## src/rtl/if_stage_pkg.sv

```systemverilog
// Shared fetch-stage types and widths: fetch-to-decode bus layout, branch bus layout, reset PC.
// Imported by if_stage and its inst buffer.
package if_stage_pkg;

  localparam logic [31:0] IF_RESET_PC     = 32'h1c00_0000;
  localparam int          FS_TO_DS_BUS_WD = 64;
  localparam int          BR_BUS_WD       = 33;

  typedef struct packed {
    logic [31:0] pc;
    logic [31:0] inst;
  } fs_to_ds_t;

  typedef struct packed {
    logic        taken;
    logic [31:0] target;
  } br_t;

  function automatic logic [31:0] seq_pc(input logic [31:0] pc);
    return pc + 32'd4;
  endfunction

  function automatic logic pc_misaligned(input logic [31:0] pc);
    return pc[1:0] != 2'b00;
  endfunction

endpackage

```

## src/rtl/if_inst_buf.sv

```systemverilog
// One-entry hold register for an instruction returned while decode is stalled.
// Latency: data visible the cycle after load; clear has priority over load.
// Backpressure: none of its own, the owner decides when to load and clear.
module if_inst_buf #(
  parameter int W = 32
) (
  input  logic         clk,
  input  logic         resetn,
  input  logic         load,
  input  logic         clear,
  input  logic [W-1:0] din,
  output logic         valid,
  output logic [W-1:0] data
);

  logic         valid_q, valid_d;
  logic [W-1:0] data_q, data_d;

  always_comb begin
    valid_d = valid_q;
    data_d  = data_q;
    if (clear) begin
      valid_d = 1'b0;
    end else if (load) begin
      valid_d = 1'b1;
      data_d  = din;
    end
  end

  always_ff @(posedge clk or negedge resetn) begin
    if (!resetn) begin
      valid_q <= 1'b0;
      data_q  <= '0;
    end else begin
      valid_q <= valid_d;
      data_q  <= data_d;
    end
  end

  assign valid = valid_q;
  assign data  = data_q;

endmodule

```

## src/rtl/if_stage.sv

```systemverilog
// Instruction fetch: pre-IF PC, SRAM-like fetch port (1 outstanding), stall buffer, branch squash.
// Latency: entry offered to decode in the data_ok cycle; back-to-back issue when decode keeps up.
// Backpressure: ds_allowin low holds the entry (buffered) and blocks new requests. IF_ADEF_CHECK_EN adds fs_adef.
module if_stage
  import if_stage_pkg::*;
#(
  parameter logic [31:0] RESET_PC = IF_RESET_PC
) (
  input  logic                       clk,
  input  logic                       resetn,
  input  logic                       ds_allowin,
  input  logic [BR_BUS_WD-1:0]       br_bus,
  output logic                       fs_to_ds_valid,
  output logic [FS_TO_DS_BUS_WD-1:0] fs_to_ds_bus,
`ifdef IF_ADEF_CHECK_EN
  output logic                       fs_adef,
`endif
  output logic                       inst_sram_req,
  output logic                       inst_sram_wr,
  output logic [1:0]                 inst_sram_size,
  output logic [31:0]                inst_sram_addr,
  input  logic                       inst_sram_addr_ok,
  input  logic                       inst_sram_data_ok,
  input  logic [31:0]                inst_sram_rdata
);

  br_t         br;
  fs_to_ds_t   bus_s;

  logic [31:0] pf_pc_q, pf_pc_d;
  logic [31:0] fs_pc_q, fs_pc_d;
  logic        fs_valid_q, fs_valid_d;
  logic        cancel_q, cancel_d;
  logic        started_q, started_d;

  logic        buf_valid, buf_load, buf_clear;
  logic [31:0] buf_inst;

  logic        data_ok_live, fs_ready_go, fs_allowin;
  logic        fetch_ok, addr_hs, new_entry, ds_accept;
  logic [31:0] fs_inst;

`ifdef IF_ADEF_CHECK_EN
  logic        adef_q, adef_d, adef_fetch;
`endif

  assign br = br_t'(br_bus);

  always_comb begin
    // A response arriving while cancel is set belongs to a squashed fetch.
    data_ok_live = inst_sram_data_ok & ~cancel_q;
`ifdef IF_ADEF_CHECK_EN
    fs_ready_go  = buf_valid | data_ok_live | adef_q;
`else
    fs_ready_go  = buf_valid | data_ok_live;
`endif
    fs_allowin     = ~fs_valid_q | (fs_ready_go & ds_allowin);
    fs_to_ds_valid = fs_valid_q & fs_ready_go & ~br.taken;
    ds_accept      = fs_valid_q & fs_ready_go & ds_allowin;
    fetch_ok       = started_q & fs_allowin & ~cancel_q & ~br.taken;
`ifdef IF_ADEF_CHECK_EN
    inst_sram_req  = fetch_ok & ~pc_misaligned(pf_pc_q);
    adef_fetch     = fetch_ok & pc_misaligned(pf_pc_q);
`else
    inst_sram_req  = fetch_ok;
`endif
    addr_hs        = inst_sram_req & inst_sram_addr_ok;
`ifdef IF_ADEF_CHECK_EN
    new_entry      = addr_hs | adef_fetch;
`else
    new_entry      = addr_hs;
`endif

    fs_valid_d = fs_valid_q;
    if (br.taken) begin
      fs_valid_d = 1'b0;
    end else if (new_entry) begin
      fs_valid_d = 1'b1;
    end else if (ds_accept) begin
      fs_valid_d = 1'b0;
    end

    fs_pc_d = new_entry ? pf_pc_q : fs_pc_q;

    pf_pc_d = pf_pc_q;
    if (br.taken) begin
      pf_pc_d = br.target;
    end else if (addr_hs) begin
      pf_pc_d = seq_pc(pf_pc_q);
    end

    // Branch with the response still in flight: drop that response when it lands.
    cancel_d = cancel_q;
    if (cancel_q && inst_sram_data_ok) begin
      cancel_d = 1'b0;
    end else if (br.taken && fs_valid_q && !fs_ready_go) begin
      cancel_d = 1'b1;
    end

    started_d = 1'b1;

    buf_load  = fs_valid_q & data_ok_live & ~ds_allowin & ~br.taken & ~buf_valid;
    buf_clear = br.taken | ds_accept;

`ifdef IF_ADEF_CHECK_EN
    adef_d  = adef_fetch | (adef_q & fs_valid_d & ~addr_hs);
    fs_inst = adef_q ? 32'h0 : (buf_valid ? buf_inst : inst_sram_rdata);
`else
    fs_inst = buf_valid ? buf_inst : inst_sram_rdata;
`endif
    bus_s.pc   = fs_pc_q;
    bus_s.inst = fs_inst;
  end

  always_ff @(posedge clk or negedge resetn) begin
    if (!resetn) begin
      pf_pc_q    <= RESET_PC;
      fs_pc_q    <= '0;
      fs_valid_q <= 1'b0;
      cancel_q   <= 1'b0;
      started_q  <= 1'b0;
    end else begin
      pf_pc_q    <= pf_pc_d;
      fs_pc_q    <= fs_pc_d;
      fs_valid_q <= fs_valid_d;
      cancel_q   <= cancel_d;
      started_q  <= started_d;
    end
  end

`ifdef IF_ADEF_CHECK_EN
  always_ff @(posedge clk or negedge resetn) begin
    if (!resetn) begin
      adef_q <= 1'b0;
    end else begin
      adef_q <= adef_d;
    end
  end

  assign fs_adef = fs_to_ds_valid & adef_q;
`endif

  if_inst_buf #(.W(32)) u_inst_buf (
    .clk    (clk),
    .resetn (resetn),
    .load   (buf_load),
    .clear  (buf_clear),
    .din    (inst_sram_rdata),
    .valid  (buf_valid),
    .data   (buf_inst)
  );

  assign fs_to_ds_bus   = fs_valid_q ? FS_TO_DS_BUS_WD'(bus_s) : '0;
  assign inst_sram_wr   = 1'b0;
  assign inst_sram_size = 2'b10;
  assign inst_sram_addr = pf_pc_q;

endmodule

```

## config.mk

```make
export PLATFORM = sky130hd
export DESIGN_NAME = if_stage
export DESIGN_NICKNAME = d
export VERILOG_FILES = /design/src/rtl/if_stage_pkg.sv /design/src/rtl/if_inst_buf.sv /design/src/rtl/if_stage.sv
export SDC_FILE = /design/constraint.sdc
export NUM_CORES = 1
export LEC_CHECK = 0
export CORE_MARGIN = 2
export CORE_UTILIZATION = 47
export DETAILED_ROUTE_END_ITERATION = 12
export PLACE_DENSITY = 0.78
export SYNTH_ARGS = -nofsm -noshare
export SYNTH_HDL_FRONTEND = slang
export SYNTH_SLANG_ARGS = --single-unit
```

## constraint.sdc

```tcl
create_clock -name clk -period 2.56 [get_ports clk]
set_clock_uncertainty 0.05 [all_clocks]
set_input_delay 0.512 -clock clk [delete_from_list [all_inputs] [get_ports clk]]
set_output_delay 0.512 -clock clk [all_outputs]
set_load 0.02 [all_outputs]
```

## Word level (Yosys, flattened, before mapping)

Cells that the tools add are included.

| storage, ports and cells | value |
|---|---|
| bits in registers | 100 |
| latch bits | 0 |
| bits in writable memories | 0 |
| ROM bits | 0 |
| input bits | 70 |
| memories | 0 |

| operators by class | value |
|---|---|
| add/sub/neg operators | 1 |
| $mul | 0 |
| div/mod/pow operators | 0 |
| $lt $le $gt $ge | 0 |
| eq/ne operators | 0 |
| shift-type cells | 0 |
| mux-type cells | 11 |
| bitwise operators | 22 |
| reduce and logical (&&, ||, !) cells | 9 |

Operators by type and width:

| cell | count |
|---|---|
| $mux W32 | 3 |
| $mux W64 | 1 |
| $add A32 B3 Y32 const B | 1 |
| $and A1 B1 Y1 | 13 |
| $mux W1 | 7 |
| $not A1 Y1 | 6 |
| $reduce_bool A2 Y1 | 3 |
| $logic_and A1 B1 Y1 | 3 |
| $or A1 B1 Y1 | 3 |
| $reduce_bool A3 Y1 | 1 |
| $reduce_and A2 Y1 | 1 |
| $logic_not A1 Y1 | 1 |

## Depth between registers and ports, before layout

| logic depth | value |
|---|---|
| word-level depth | 11 |
| gate-level depth with buffers | 7 |
| gate-level depth less buffers | 6 |

## Cells and area by module

From an unflattened synthesis, not the netlist that was laid out.

| unflattened totals | value |
|---|---|
| cell total of the unflattened synthesis | 491 |
| area total of the unflattened synthesis | 5431.5 sq um |

Modules (own cells, without submodules):

| module | instances | cells an instance | area an instance (sq um) |
|---|---|---|---|
| if_stage | 1 | 419 | 4040.1 |
| if_inst_buf | 1 | 72 | 1391.3 |

## Worst setup path before layout

Ideal clock, no wire load.

| timing path | value |
|---|---|
| path type | input-to-output |
| start point | input port br_bus[32] |
| end point | output port inst_sram_req |
| arrival time | 1.953 ns |
| required time | 1.998 ns |
| setup slack | 0.045 ns |
| cell stages on the path | 3 |
| buffers on the path | 2 |
| cell sequence | clkbuf_8 > clkbuf_1 > a2111oi_0 |

| on the way | value |
|---|---|
| cells in the longest elaborated chain, start to end | 2 |

Ends and longest elaborated chain:

| element | RTL line | RTL |
|---|---|---|
| from (decl) | if_stage.sv:12 | `input logic [BR_BUS_WD-1:0] br_bus,` |
| $not A1 Y1 | if_stage.sv:60 | `fetch_ok = started_q & fs_allowin & ~cancel_q & ~br.taken;` |
| $and A1 B1 Y1 | if_stage.sv:60 |  |
| to (decl) | if_stage.sv:18 | `output logic inst_sram_req,` |

No other way between the ends.

## Worst setup path in the final report

| timing path | value |
|---|---|
| start point | register u_inst_buf.valid_q, in the netlist u_inst_buf.valid |
| end point | output port fs_to_ds_bus[19] |

| on the way | value |
|---|---|
| cells in the longest elaborated chain, start to end | 2 |

Ends and longest elaborated chain:

| element | RTL line | RTL |
|---|---|---|
| from (decl) | if_inst_buf.sv:16 | `logic valid_q, valid_d;` |
| from (signal assigned) | if_inst_buf.sv:35 | `valid_q <= valid_d;` |
| $mux W32 | if_stage.sv:109 | `fs_inst = buf_valid ? buf_inst : inst_sram_rdata;` |
| $mux W64 | if_stage.sv:153 | `assign fs_to_ds_bus = fs_valid_q ? FS_TO_DS_BUS_WD'(bus_s) : '0;` |
| to (decl) | if_stage.sv:14 | `output logic [FS_TO_DS_BUS_WD-1:0] fs_to_ds_bus,` |

No other way between the ends.

==> impl_metrics.tcl <==
set metrics [dict create \
    outcome "complete, no violations" \
    cts_hold_repair.buffers 0 \
    area_delta_synth_final_pct 41.8 \
    drt-pass1-iter-count 5 \
    grtUsageTotal_pct 23.6 \
    cap_violations 0 \
    port_buffers 167 \
    finalHoldWorstSlack_ps 62.3 \
    worstSetupEndpointType "output port" \
    yosysWarningCount 0 \
    num_rows 38 \
    cts_sinks 100 \
    synth-edff-count 0 \
    crit_arrival_ps 1950 \
    slew_violations 0 \
    synth_cell_types 44 \
    timing.final.crit_share_pct 98.2 \
    met2WireLength_um 6610 \
    critPathKind "flop to output port" \
    core_area_um2 10800 \
    final_common_cell "clkdlybuf4s50_1" \
    synthSimpleGateAreaFrac_pct 24.6 \
    syn_area_per_cell_um2 9.64 \
    root_buffer "clkbuf_8" \
    dieArea_um2 12000 \
    dieWidth_um 109 \
    synth-seq-area-share_pct 47.9 \
    drtIter0Drc 313 \
    final.setup.worst_slack_ps 46.3 \
    mostFrequentLayoutCells "clkdlybuf4s50_1 (162), nand2_1 (133), dfrtp_1 (95)" \
    antenna_found_initial 0 \
    nFillCells 872 \
    overflow 0 \
    hpwl_um 10100 \
    clk-insertion-delay-late_ps 360 \
    design_area_um2 7410 \
    synth-xor-area-share_pct 1.68 \
    min_path_type "primary input to asynchronous set/reset pin" \
    synth-seq-cells 100 \
    p_seq_share_pct 48.9 \
    synth_compound_area_share_pct 7.42 \
    synth_ff_type "dfrtp_1" \
    drc 0 \
    vias 4640 \
    grt_pass1_vias 4576 \
    htree_num_levels 3 \
    die_y_um 109 \
    relSlewSlack_pct 60.3 \
    p_int_uw 3030 \
    pre_cts_ws_ps -226 \
    grt_pass1_wl_um 22300 \
    synthAdderAreaFrac_pct 0.239 \
    power.leakage_uw 0.00316 \
    routed.top_layer "met4" \
    hold_violations 0 \
    switching_share_pct 29.1 \
    vdd_ir_drop_max_mv 0.281 \
    setup_viol_count_final 0 \
    muxShareOfSynthArea_pct 13.9 \
    initial_core_util_pct 48.2 \
    antenna-diode-count 0 \
    crit_fanout 17 \
    cts_made_buffers 9 \
    syn_area_um2 5230 \
    final_util_pct 68.4 \
    synthArstFlopShare_pct 100 \
    grt_max_degree 61 \
    nNetsFinal 792 \
    cts_tree "yes" \
    clock.fmax_mhz 398 \
    clock_power_share_pct 25.8 \
    combPwrFrac_pct 25.4 \
    drive_above_1_share_pct 13.4 \
    postPlaceCellArea_um2 7160 \
    worst_pin_slew_ps 593 \
    power_density_nw_per_um2 577 \
    finalWirelength_um 14100 \
    wl_met1_um 6180 \
    place.gp.congestion 0.897 \
    wire_per_inst_um 16.3 \
    clkTransAtPathRegs_ps 90 \
    cts.path.max_buffers 2 \
    avgViaCountPerCell 5.36 \
    ant_nets 0 \
    syn_inst 542 \
    io_pins 171 \
    finalSetupTns_ps 0 \
    synth_top_family_by_area "simple AND/OR/NAND/NOR gates" \
    period_needed_ps 2510 \
    cp-start-kind "flop" \
    dr_wl_met3_um 1100 \
    power.switching_uw 1240 \
    cp.required_ps 2000 \
]
-- what timing repair did --
item,4_1_cts,5_1_grt
buffers inserted,1,2
resized for setup,3,7
setup endpoints to repair,51,35
gates cloned,0,0
-- area by class of cell --
cell class | instances | area, um^2 | share of cell area, %
inverter | 7 | 26.3 | 0.354
multi-input combinational | 403 | 2530 | 34.1
clock inverter | 5 | 75.1 | 1.01
tap | 140 | 175 | 2.36
clock buffer | 11 | 141 | 1.91
sequential | 100 | 2510 | 33.8
timing repair buffer | 200 | 1960 | 26.5
-- Yosys cell counts, drive strengths merged (2+ instances only) --
cell type | number | area (um^2)
buf | 10 | 50.0
a21oi | 3 | 15.0
a221o | 2 | 20.0
conb | 2 | 7.51
mux2i | 33 | 330
dfstp | 3 | 78.8
mux2 | 35 | 394
a2111oi | 2 | 17.5
or4 | 8 | 67.6
nand2 | 133 | 499
xnor2 | 7 | 61.3
o21ai | 18 | 90.1
xor2 | 3 | 26.3
clkbuf | 24 | 140
nand3 | 20 | 105
a211oi | 2 | 15.0
o311ai | 11 | 96.3
and2 | 34 | 213
nor4 | 4 | 25.0
dfrtp | 97 | 2430
inv | 7 | 26.3
nor3 | 4 | 20.0
o211ai | 10 | 75.1
nand4 | 8 | 50.1
nor2b | 35 | 219
and3 | 3 | 20.0
nor2 | 14 | 52.6
-- metrics by stage --
step	instances	total power (uW)
2_1_floorplan	544	2660
3_3_place_gp	847	3150
3_5_place_dp	847	3200
4_1_cts	864	4290
5_1_grt	866	4500
6_report	866	4280
-- per-layer routing --
layer / global-route usage (%) / up-vias
li1: - / 2207
met1: 32.0 / 2213
met2: 39.1 / 202
met3: 4.03 / 18
met4: 7.14 / 0
met5: 0 / -
-- path summary, 6_finish.rpt --
check	start	endpoint	slack, ps	cells after the start
max	u_inst_buf.valid$_DFFE_PN0P_	fs_to_ds_bus[19]	50	4
min	resetn	u_inst_buf.data[8]$_DFFE_PN0P_	60	1
max reg2reg	inst_sram_addr[7]$_DFFE_PN0P_	inst_sram_addr[25]$_DFFE_PN0P_	310	5
min reg2reg	fs_pc_q[9]$_DFFE_PN0P_	fs_pc_q[9]$_DFFE_PN0P_	430	2
max in group asynchronous	resetn	inst_sram_addr[26]$_DFFE_PN1P_	1650	2
min in group clk	br_bus[32]	u_inst_buf.valid$_DFFE_PN0P_	310	2
-- sequential cells by signal (all words and copies together) (netlist names) --
signal            flops
cancel_q              1
fs_pc_q              32
started_q             1
fs_valid_q            1
u_inst_buf.valid      1
u_inst_buf.data      32
inst_sram_addr       32
-- power by group through the flow --
| stage | Sequential, uW | Clock (uW) | Combinational [uW] |
|---|---|---|---|
| 6_report | 2090 | 1100 | 1090 |
| 5_1_grt | 2130 | 1190 | 1180 |
| 4_1_cts | 2090 | 1110 | 1090 |
| 3_5_place_dp | 2120 | 0 | 1080 |
| 3_3_place_gp | 2100 | 0 | 1050 |
| 2_1_floorplan | 2130 | 0 | 535 |
-- cell families (layout without fill, tap and decap cells) --
| kind of cell | count (synthesis) | count (layout) |
|---|---|---|
| adder cells (fa/ha/maj) | 1 | 1 |
| AND/OR/NAND/NOR | 265 | 265 |
| multiplexers | 68 | 68 |
| AO/OA/AOI/OAI | 55 | 55 |
| XOR/XNOR | 10 | 10 |
| buffers and inverters | 41 | 223 |
| other | 2 | 4 |
| flip-flops | 100 | 100 |
-- critical path, cell delays in order (launching register included) --
cell and delay (ps):
dfrtp_2 440, buf_6 180, mux2i_1 140, nor2b_1 190
clkdlybuf4s50_1 640
Power figures use the tool's default switching activity.
